===== src/rtl/mctrl_pkg.sv =====
// ============================================================================
// Module      : mctrl_pkg
// Description : Shared state codes, opcodes and mux/ALU encodings for the
//               multicycle RISC-V controller.
// Revision    : 1.0 - initial release
// ============================================================================
`default_nettype none

package mctrl_pkg;

    typedef enum logic [3:0] {
        S_RESET    = 4'd0,
        S_FETCH    = 4'd1,
        S_DECODE   = 4'd2,
        S_MEMADR   = 4'd3,
        S_MEMREAD  = 4'd4,
        S_MEMWB    = 4'd5,
        S_MEMWRITE = 4'd6,
        S_EXECR    = 4'd7,
        S_EXECI    = 4'd8,
        S_ALUWB    = 4'd9,
        S_JAL      = 4'd10,
        S_BEQ      = 4'd11,
        S_ILLEGAL  = 4'd12
    } state_t;

    localparam logic [6:0] C_OP_LW    = 7'b0000011;
    localparam logic [6:0] C_OP_SW    = 7'b0100011;
    localparam logic [6:0] C_OP_RTYPE = 7'b0110011;
    localparam logic [6:0] C_OP_ITYPE = 7'b0010011;
    localparam logic [6:0] C_OP_JAL   = 7'b1101111;
    localparam logic [6:0] C_OP_BEQ   = 7'b1100011;

    localparam logic [2:0] C_ALU_ADD = 3'b000;
    localparam logic [2:0] C_ALU_SUB = 3'b001;
    localparam logic [2:0] C_ALU_AND = 3'b010;
    localparam logic [2:0] C_ALU_OR  = 3'b011;
    localparam logic [2:0] C_ALU_SLT = 3'b101;

    localparam logic [1:0] C_ALUOP_ADD   = 2'b00;
    localparam logic [1:0] C_ALUOP_SUB   = 2'b01;
    localparam logic [1:0] C_ALUOP_FUNCT = 2'b10;

    localparam logic [1:0] C_IMM_I = 2'b00;
    localparam logic [1:0] C_IMM_S = 2'b01;
    localparam logic [1:0] C_IMM_B = 2'b10;
    localparam logic [1:0] C_IMM_J = 2'b11;

    localparam logic [1:0] C_SRCA_PC    = 2'b00;
    localparam logic [1:0] C_SRCA_OLDPC = 2'b01;
    localparam logic [1:0] C_SRCA_REG   = 2'b10;

    localparam logic [1:0] C_SRCB_REG  = 2'b00;
    localparam logic [1:0] C_SRCB_IMM  = 2'b01;
    localparam logic [1:0] C_SRCB_FOUR = 2'b10;

    localparam logic [1:0] C_RES_ALUOUT    = 2'b00;
    localparam logic [1:0] C_RES_DATA      = 2'b01;
    localparam logic [1:0] C_RES_ALURESULT = 2'b10;

    // Immediate format depends only on the opcode, never on the state.
    function automatic logic [1:0] immsrc_of(input logic [6:0] op);
        case (op)
            C_OP_SW:  immsrc_of = C_IMM_S;
            C_OP_BEQ: immsrc_of = C_IMM_B;
            C_OP_JAL: immsrc_of = C_IMM_J;
            default:  immsrc_of = C_IMM_I;
        endcase
    endfunction

endpackage

`default_nettype wire


===== src/rtl/mctrl_aludec.sv =====
// ============================================================================
// Module      : mctrl_aludec
// Description : Combinational ALU decoder: aluop/funct3/funct7b5/op[5] to
//               alucontrol.
// Revision    : 1.0 - initial release
// ============================================================================
`default_nettype none

module mctrl_aludec
    import mctrl_pkg::*;
(
    input  logic [1:0] aluop,
    input  logic [2:0] funct3,
    input  logic       funct7b5,
    input  logic       op5,
    output logic [2:0] alucontrol
);

    always_comb begin
        alucontrol = C_ALU_ADD;
        case (aluop)
            C_ALUOP_SUB: alucontrol = C_ALU_SUB;
            C_ALUOP_FUNCT: begin
                case (funct3)
                    // Only R-type (op[5]=1) may select sub; addi ignores funct7b5.
                    3'b000:  alucontrol = (op5 & funct7b5) ? C_ALU_SUB : C_ALU_ADD;
                    3'b010:  alucontrol = C_ALU_SLT;
                    3'b110:  alucontrol = C_ALU_OR;
                    3'b111:  alucontrol = C_ALU_AND;
                    default: alucontrol = C_ALU_ADD;
                endcase
            end
            default: alucontrol = C_ALU_ADD;
        endcase
    end

endmodule

`default_nettype wire


===== src/rtl/multicycle_ctrl.sv =====
// ============================================================================
// Module      : multicycle_ctrl
// Description : Multicycle RISC-V control FSM with Moore-decoded datapath
//               strobes. Optional MCTRL_ILLEGAL_EN traps unsupported opcodes.
// Revision    : 1.0 - initial release
// ============================================================================
`default_nettype none

module multicycle_ctrl
    import mctrl_pkg::*;
(
    input  logic       clk,
    input  logic       reset_n,
    input  logic [6:0] op,
    input  logic [2:0] funct3,
    input  logic       funct7b5,
    input  logic       zero,
    output logic [1:0] immsrc,
    output logic [1:0] alusrca,
    output logic [1:0] alusrcb,
    output logic [1:0] resultsrc,
    output logic       adrsrc,
    output logic       irwrite,
    output logic       pcwrite,
    output logic       regwrite,
    output logic       memwrite,
    output logic [2:0] alucontrol,
    output logic       retire,
    output logic [3:0] state
`ifdef MCTRL_ILLEGAL_EN
    ,
    output logic       illegal
`endif
);

    state_t     state_q, state_d;
    logic [1:0] w_aluop;
    logic       w_pcupdate;
    logic       w_branch;

    always_ff @(posedge clk or negedge reset_n) begin
        if (!reset_n) begin
            state_q <= S_RESET;
        end else begin
            state_q <= state_d;
        end
    end

    always_comb begin
        state_d    = state_q;
        alusrca    = C_SRCA_PC;
        alusrcb    = C_SRCB_REG;
        resultsrc  = C_RES_ALUOUT;
        adrsrc     = 1'b0;
        irwrite    = 1'b0;
        regwrite   = 1'b0;
        memwrite   = 1'b0;
        retire     = 1'b0;
        w_aluop    = C_ALUOP_ADD;
        w_pcupdate = 1'b0;
        w_branch   = 1'b0;
        case (state_q)
            S_RESET: state_d = S_FETCH;
            S_FETCH: begin
                irwrite    = 1'b1;
                w_pcupdate = 1'b1;
                alusrcb    = C_SRCB_FOUR;
                resultsrc  = C_RES_ALURESULT;
                state_d    = S_DECODE;
            end
            S_DECODE: begin
                alusrca = C_SRCA_OLDPC;
                alusrcb = C_SRCB_IMM;
                case (op)
                    C_OP_LW, C_OP_SW: state_d = S_MEMADR;
                    C_OP_RTYPE:       state_d = S_EXECR;
                    C_OP_ITYPE:       state_d = S_EXECI;
                    C_OP_JAL:         state_d = S_JAL;
                    C_OP_BEQ:         state_d = S_BEQ;
`ifdef MCTRL_ILLEGAL_EN
                    default:          state_d = S_ILLEGAL;
`else
                    default:          state_d = S_FETCH;
`endif
                endcase
            end
            S_MEMADR: begin
                alusrca = C_SRCA_REG;
                alusrcb = C_SRCB_IMM;
                state_d = op[5] ? S_MEMWRITE : S_MEMREAD;
            end
            S_MEMREAD: begin
                adrsrc  = 1'b1;
                state_d = S_MEMWB;
            end
            S_MEMWB: begin
                resultsrc = C_RES_DATA;
                regwrite  = 1'b1;
                retire    = 1'b1;
                state_d   = S_FETCH;
            end
            S_MEMWRITE: begin
                adrsrc   = 1'b1;
                memwrite = 1'b1;
                retire   = 1'b1;
                state_d  = S_FETCH;
            end
            S_EXECR: begin
                alusrca = C_SRCA_REG;
                w_aluop = C_ALUOP_FUNCT;
                state_d = S_ALUWB;
            end
            S_EXECI: begin
                alusrca = C_SRCA_REG;
                alusrcb = C_SRCB_IMM;
                w_aluop = C_ALUOP_FUNCT;
                state_d = S_ALUWB;
            end
            S_ALUWB: begin
                regwrite = 1'b1;
                retire   = 1'b1;
                state_d  = S_FETCH;
            end
            S_JAL: begin
                alusrca    = C_SRCA_OLDPC;
                alusrcb    = C_SRCB_FOUR;
                w_pcupdate = 1'b1;
                state_d    = S_ALUWB;
            end
            S_BEQ: begin
                alusrca  = C_SRCA_REG;
                w_aluop  = C_ALUOP_SUB;
                w_branch = 1'b1;
                retire   = 1'b1;
                state_d  = S_FETCH;
            end
            S_ILLEGAL: state_d = S_ILLEGAL;
            default:   state_d = S_RESET;
        endcase
    end

    // Branch decision uses the live zero flag within the BEQ cycle.
    assign pcwrite = w_pcupdate | (w_branch & zero);
    assign immsrc  = immsrc_of(op);
    assign state   = state_q;

    mctrl_aludec u_aludec (
        .aluop      (w_aluop),
        .funct3     (funct3),
        .funct7b5   (funct7b5),
        .op5        (op[5]),
        .alucontrol (alucontrol)
    );

`ifdef MCTRL_ILLEGAL_EN
    logic illegal_q, illegal_d;

    always_comb begin
        illegal_d = illegal_q | (state_d == S_ILLEGAL);
    end

    always_ff @(posedge clk or negedge reset_n) begin
        if (!reset_n) begin
            illegal_q <= 1'b0;
        end else begin
            illegal_q <= illegal_d;
        end
    end

    assign illegal = illegal_q;
`endif

endmodule

`default_nettype wire


===== config.mk =====
export PLATFORM = sky130hd
export DESIGN_NAME = multicycle_ctrl
export DESIGN_NICKNAME = d
export VERILOG_FILES = /design/src/rtl/mctrl_pkg.sv /design/src/rtl/mctrl_aludec.sv /design/src/rtl/multicycle_ctrl.sv
export SDC_FILE = /design/constraint.sdc
export NUM_CORES = 1
export LEC_CHECK = 0
export ABC_AREA = 1
export CAP_MARGIN = 5
export CELL_PAD_IN_SITES_DETAIL_PLACEMENT = 1
export CELL_PAD_IN_SITES_GLOBAL_PLACEMENT = 1
export CORE_ASPECT_RATIO = 0.6
export CORE_MARGIN = 2
export CORE_UTILIZATION = 21
export CTS_CLUSTER_DIAMETER = 60
export DETAILED_ROUTE_END_ITERATION = 8
export MAX_ROUTING_LAYER = met4
export PLACE_DENSITY_LB_ADDON = 0.1
export SLEW_MARGIN = 20
export SYNTH_ARGS = -nofsm -noshare
export SYNTH_HDL_FRONTEND = slang
export SYNTH_HIERARCHICAL = 1
export SYNTH_SLANG_ARGS = --single-unit
export TNS_END_PERCENT = 20

===== constraint.sdc =====
create_clock -name clk -period 2.25 [get_ports clk]
set_clock_uncertainty 0.05 [all_clocks]
set_input_delay 0.675 -clock clk [delete_from_list [all_inputs] [get_ports clk]]
set_output_delay 0.675 -clock clk [all_outputs]
set_load 0.01 [all_outputs]

==> flow_summary.yaml <==
run_status:
  status: "finished with violations"
  violations: "setup timing"
synthesis:
  synth_top_area_cell: "nand2_1"
  synth-edff-count: 0
  synthCells: 102
  syn_area_per_cell_sq_um: 5.299
  ys_seq_area_frac: 0.1852
  syn-num-nets: 118
  ys.warnings.count: 6
  ys_top_cells_by_count: "29 x nand2_1, 21 x inv_1, 15 x nor2_1"
  syn_area_sq_um: 540.5
  ys_async_sr_fraction: 1.000
  synth_area_leaders: "nand2_1 20%, dfrtp_1 19%, inv_1 15%, nor2_1 10%, nand3_1 7.4%"
  yosysMostFrequentCell: "nand2_1"
  synth.distinct_cells: 15
  synthFlopType: "dfrtp_1"
  ys_ff_latch: 4
  netlist.area_leader.share: 0.2014
placed_design:
  post-place-ws_ns: -0.6701
  place_area_sq_mm: 0.001101
  place_congestion: 0.8051
  place_hpwl_um: 1998
  io_buffers: 34
  dp.cells: 192
power_and_ir_drop:
  p_per_area_mw_per_mm2: 995.9
  ir_drop_mv: 0.5079
  power_mw: 1.221
  leakagePower_nw: 0.7273
sta:
  worst_slew_pin_slew_ns: 0.2610
  post-route-period-util: 1.074
  max_slew_margin: 0.8242
  slew_violations: 0
  period_needed_ns: 2.416
  rsz0062_at_grt: "yes"
  fmax_ghz: 0.4139
  hold_viol: 0
  setup_slack_ns: -0.1663
  setup_viol: 3
  whs_ns: 0.6118
critical_path:
  end_kind: "primary output"
  r2r_setup_slack_ns: 0.88
  critPathKind: "reg2out"
  setup.worst_path.start_class: "register"
  r2r_end: "state[2]$_DFF_PN0_"
  critical_path.max_fanout: 3
  crit_arrival_ns: 1.69
  reg2reg_depth: 7
  regToRegStartpoint: "state[2]$_DFF_PN0_"
  required_ns: 1.52
detailed_routing:
  first_pass_iters: 4
  vias_per_cell: 4.248
  routed.top_layer: "met3"
  via_count: 858
  wl_met2_um: 1244
  wl_um: 2488
  drt_iter0_drc: 26
  post-route-drc-count: 0
  wl_per_cell_um: 12.32
  wl_met3_um: 90
  ant_nets: 0
  wl_met1_um: 1154
clock_network:
  cts_hold_buffers: 0
  cts_buffers: 3
  cts-root-buf: "clkbuf_8"
  htreeDepth: 1
  clk_latency_ns: 0.22
  cts_sinks: 4
  cts_tree: "built"
  clock_tree.buffer_depth: 2
  clk_pin_slew_ns: 0.03
final_layout:
  largest_reg_flops: 4
  fin_nets: 188
  layout-drive-gt1-share: 0.4471
  syn_to_final_growth_pct: 126.9
  antennaDiodeCount: 0
  final_cells: 202
  finalInstanceArea_sq_mm: 0.001226
global_route:
  antenna_found_initial: 0
  grt_use_total: 0.1848
  grt_pass1_vias: 865
  grt_pass1_wl_um: 4209
  grt_max_degree: 5
  grt.overflow.total: 0
floorplanning:
  start_util: 0.2188
  core_region_area_sq_mm: 0.002470
  die_h_um: 43.30
  die_x_um: 69.50
  die_area_sq_mm: 0.003009
  core.rowCount: 14
  ios: 35
job:
  drv_cap: 0
min_path:
  hp-class: "in2async"
## cell usage in the layout, fill, tap and decap left out
cell type	Yosys	final
buf_4	1	32
nand2_1	29	21
dlygate4sd2_1	0	13
inv_1	21	12
inv_2	2	11
nor2_1	15	11
clkdlybuf4s50_1	0	10
nand2_2	3	9
nand3_1	8	8
nor2_2	5	5
o21ai_0	6	5
buf_2	0	5
nor2_4	0	4
a21oi_1	3	3
clkbuf_8	0	3
clkdlybuf4s15_1	0	3
dfrtp_1	4	3
nand2_4	0	2
a21oi_2	1	1
o21ai_1	0	1
clkdlybuf4s15_2	0	1
clkbuf_2	0	1
dlymetal6s2s_1	0	1
dfrtp_2	0	1
nand4_1	1	1
and3_1	1	1
ha_4	0	1
ha_1	2	1
## routing by layer
metal	global-route usage	vias up
li1	-	444
met2	0.3173	16
met4	0.03529	0
met1	0.2347	398
met3	0.02850	0
met5	-	-
## logic make-up (layout without fill, tap and decap cells)
kind of cell / after synthesis / count (layout) / share of synthesized area
flops: 4 / 4 / 0.1852
compound gates: 10 / 10 / 0.09953
buf+inv: 24 / 92 / 0.1736
simple gates: 62 / 62 / 0.4954
fa+ha+maj: 2 / 2 / 0.04629
## worst max-delay path: stages, from the launching register on
cell and delay (ns):
dfrtp_1 0.39, buf_4 0.14, nand2_2 0.07, nor2_2 0.05, nor2_4 0.10, inv_2 0.06
ha_4 0.22, inv_2 0.06, nand4_1 0.11, nor2_1 0.12, buf_2 0.14
## how the worst max path moves through the flow
stage                    end          startpoint  cells after the start
2_1_floorplan  alucontrol[2]  state[2]$_DFF_PN0_                     10
3_3_place_gp       immsrc[0]               op[4]                      7
3_5_place_dp       immsrc[1]               op[2]                      7
4_1_cts               retire  state[1]$_DFF_PN0_                      7
5_1_grt        alucontrol[2]  state[2]$_DFF_PN0_                     11
6_report       alucontrol[2]  state[2]$_DFF_PN0_                     10
## area by class of cell
cell class              count  area (sq um)
fillers                   338          1244
repair buffers             66         538.0
multi-input cells          74         419.2
flip-flops and latches      4         101.3
inverters                  23         86.33
clock buffers               3         41.29
well taps                  32         40.04
## per-stage QoR
stage	setup TNS, ns	util
CTS	-0.6131	0.4802
finish	-0.3920	0.4965
global placement	-2.616	0.4458
detailed placement	-2.956	0.4458
global route	-0.8763	0.4965
floorplan	0	-
## what timing repair did
| item | CTS | global route |
|---|---|---|
| setup endpoints to repair | 16 | 11 |
| resized for setup | 67 | 9 |
| buffers inserted | 3 | 4 |
| pin swaps | 11 | 5 |
| endpoints found under the hold margin | 0 | 0 |
## power breakdown
part           switching [mW]  internal (mW)
Combinational           0.452          0.477
Clock                  0.0379          0.114
Sequential             0.0350          0.105
Total                   0.525          0.696
(Power assumes the default switching activity.)
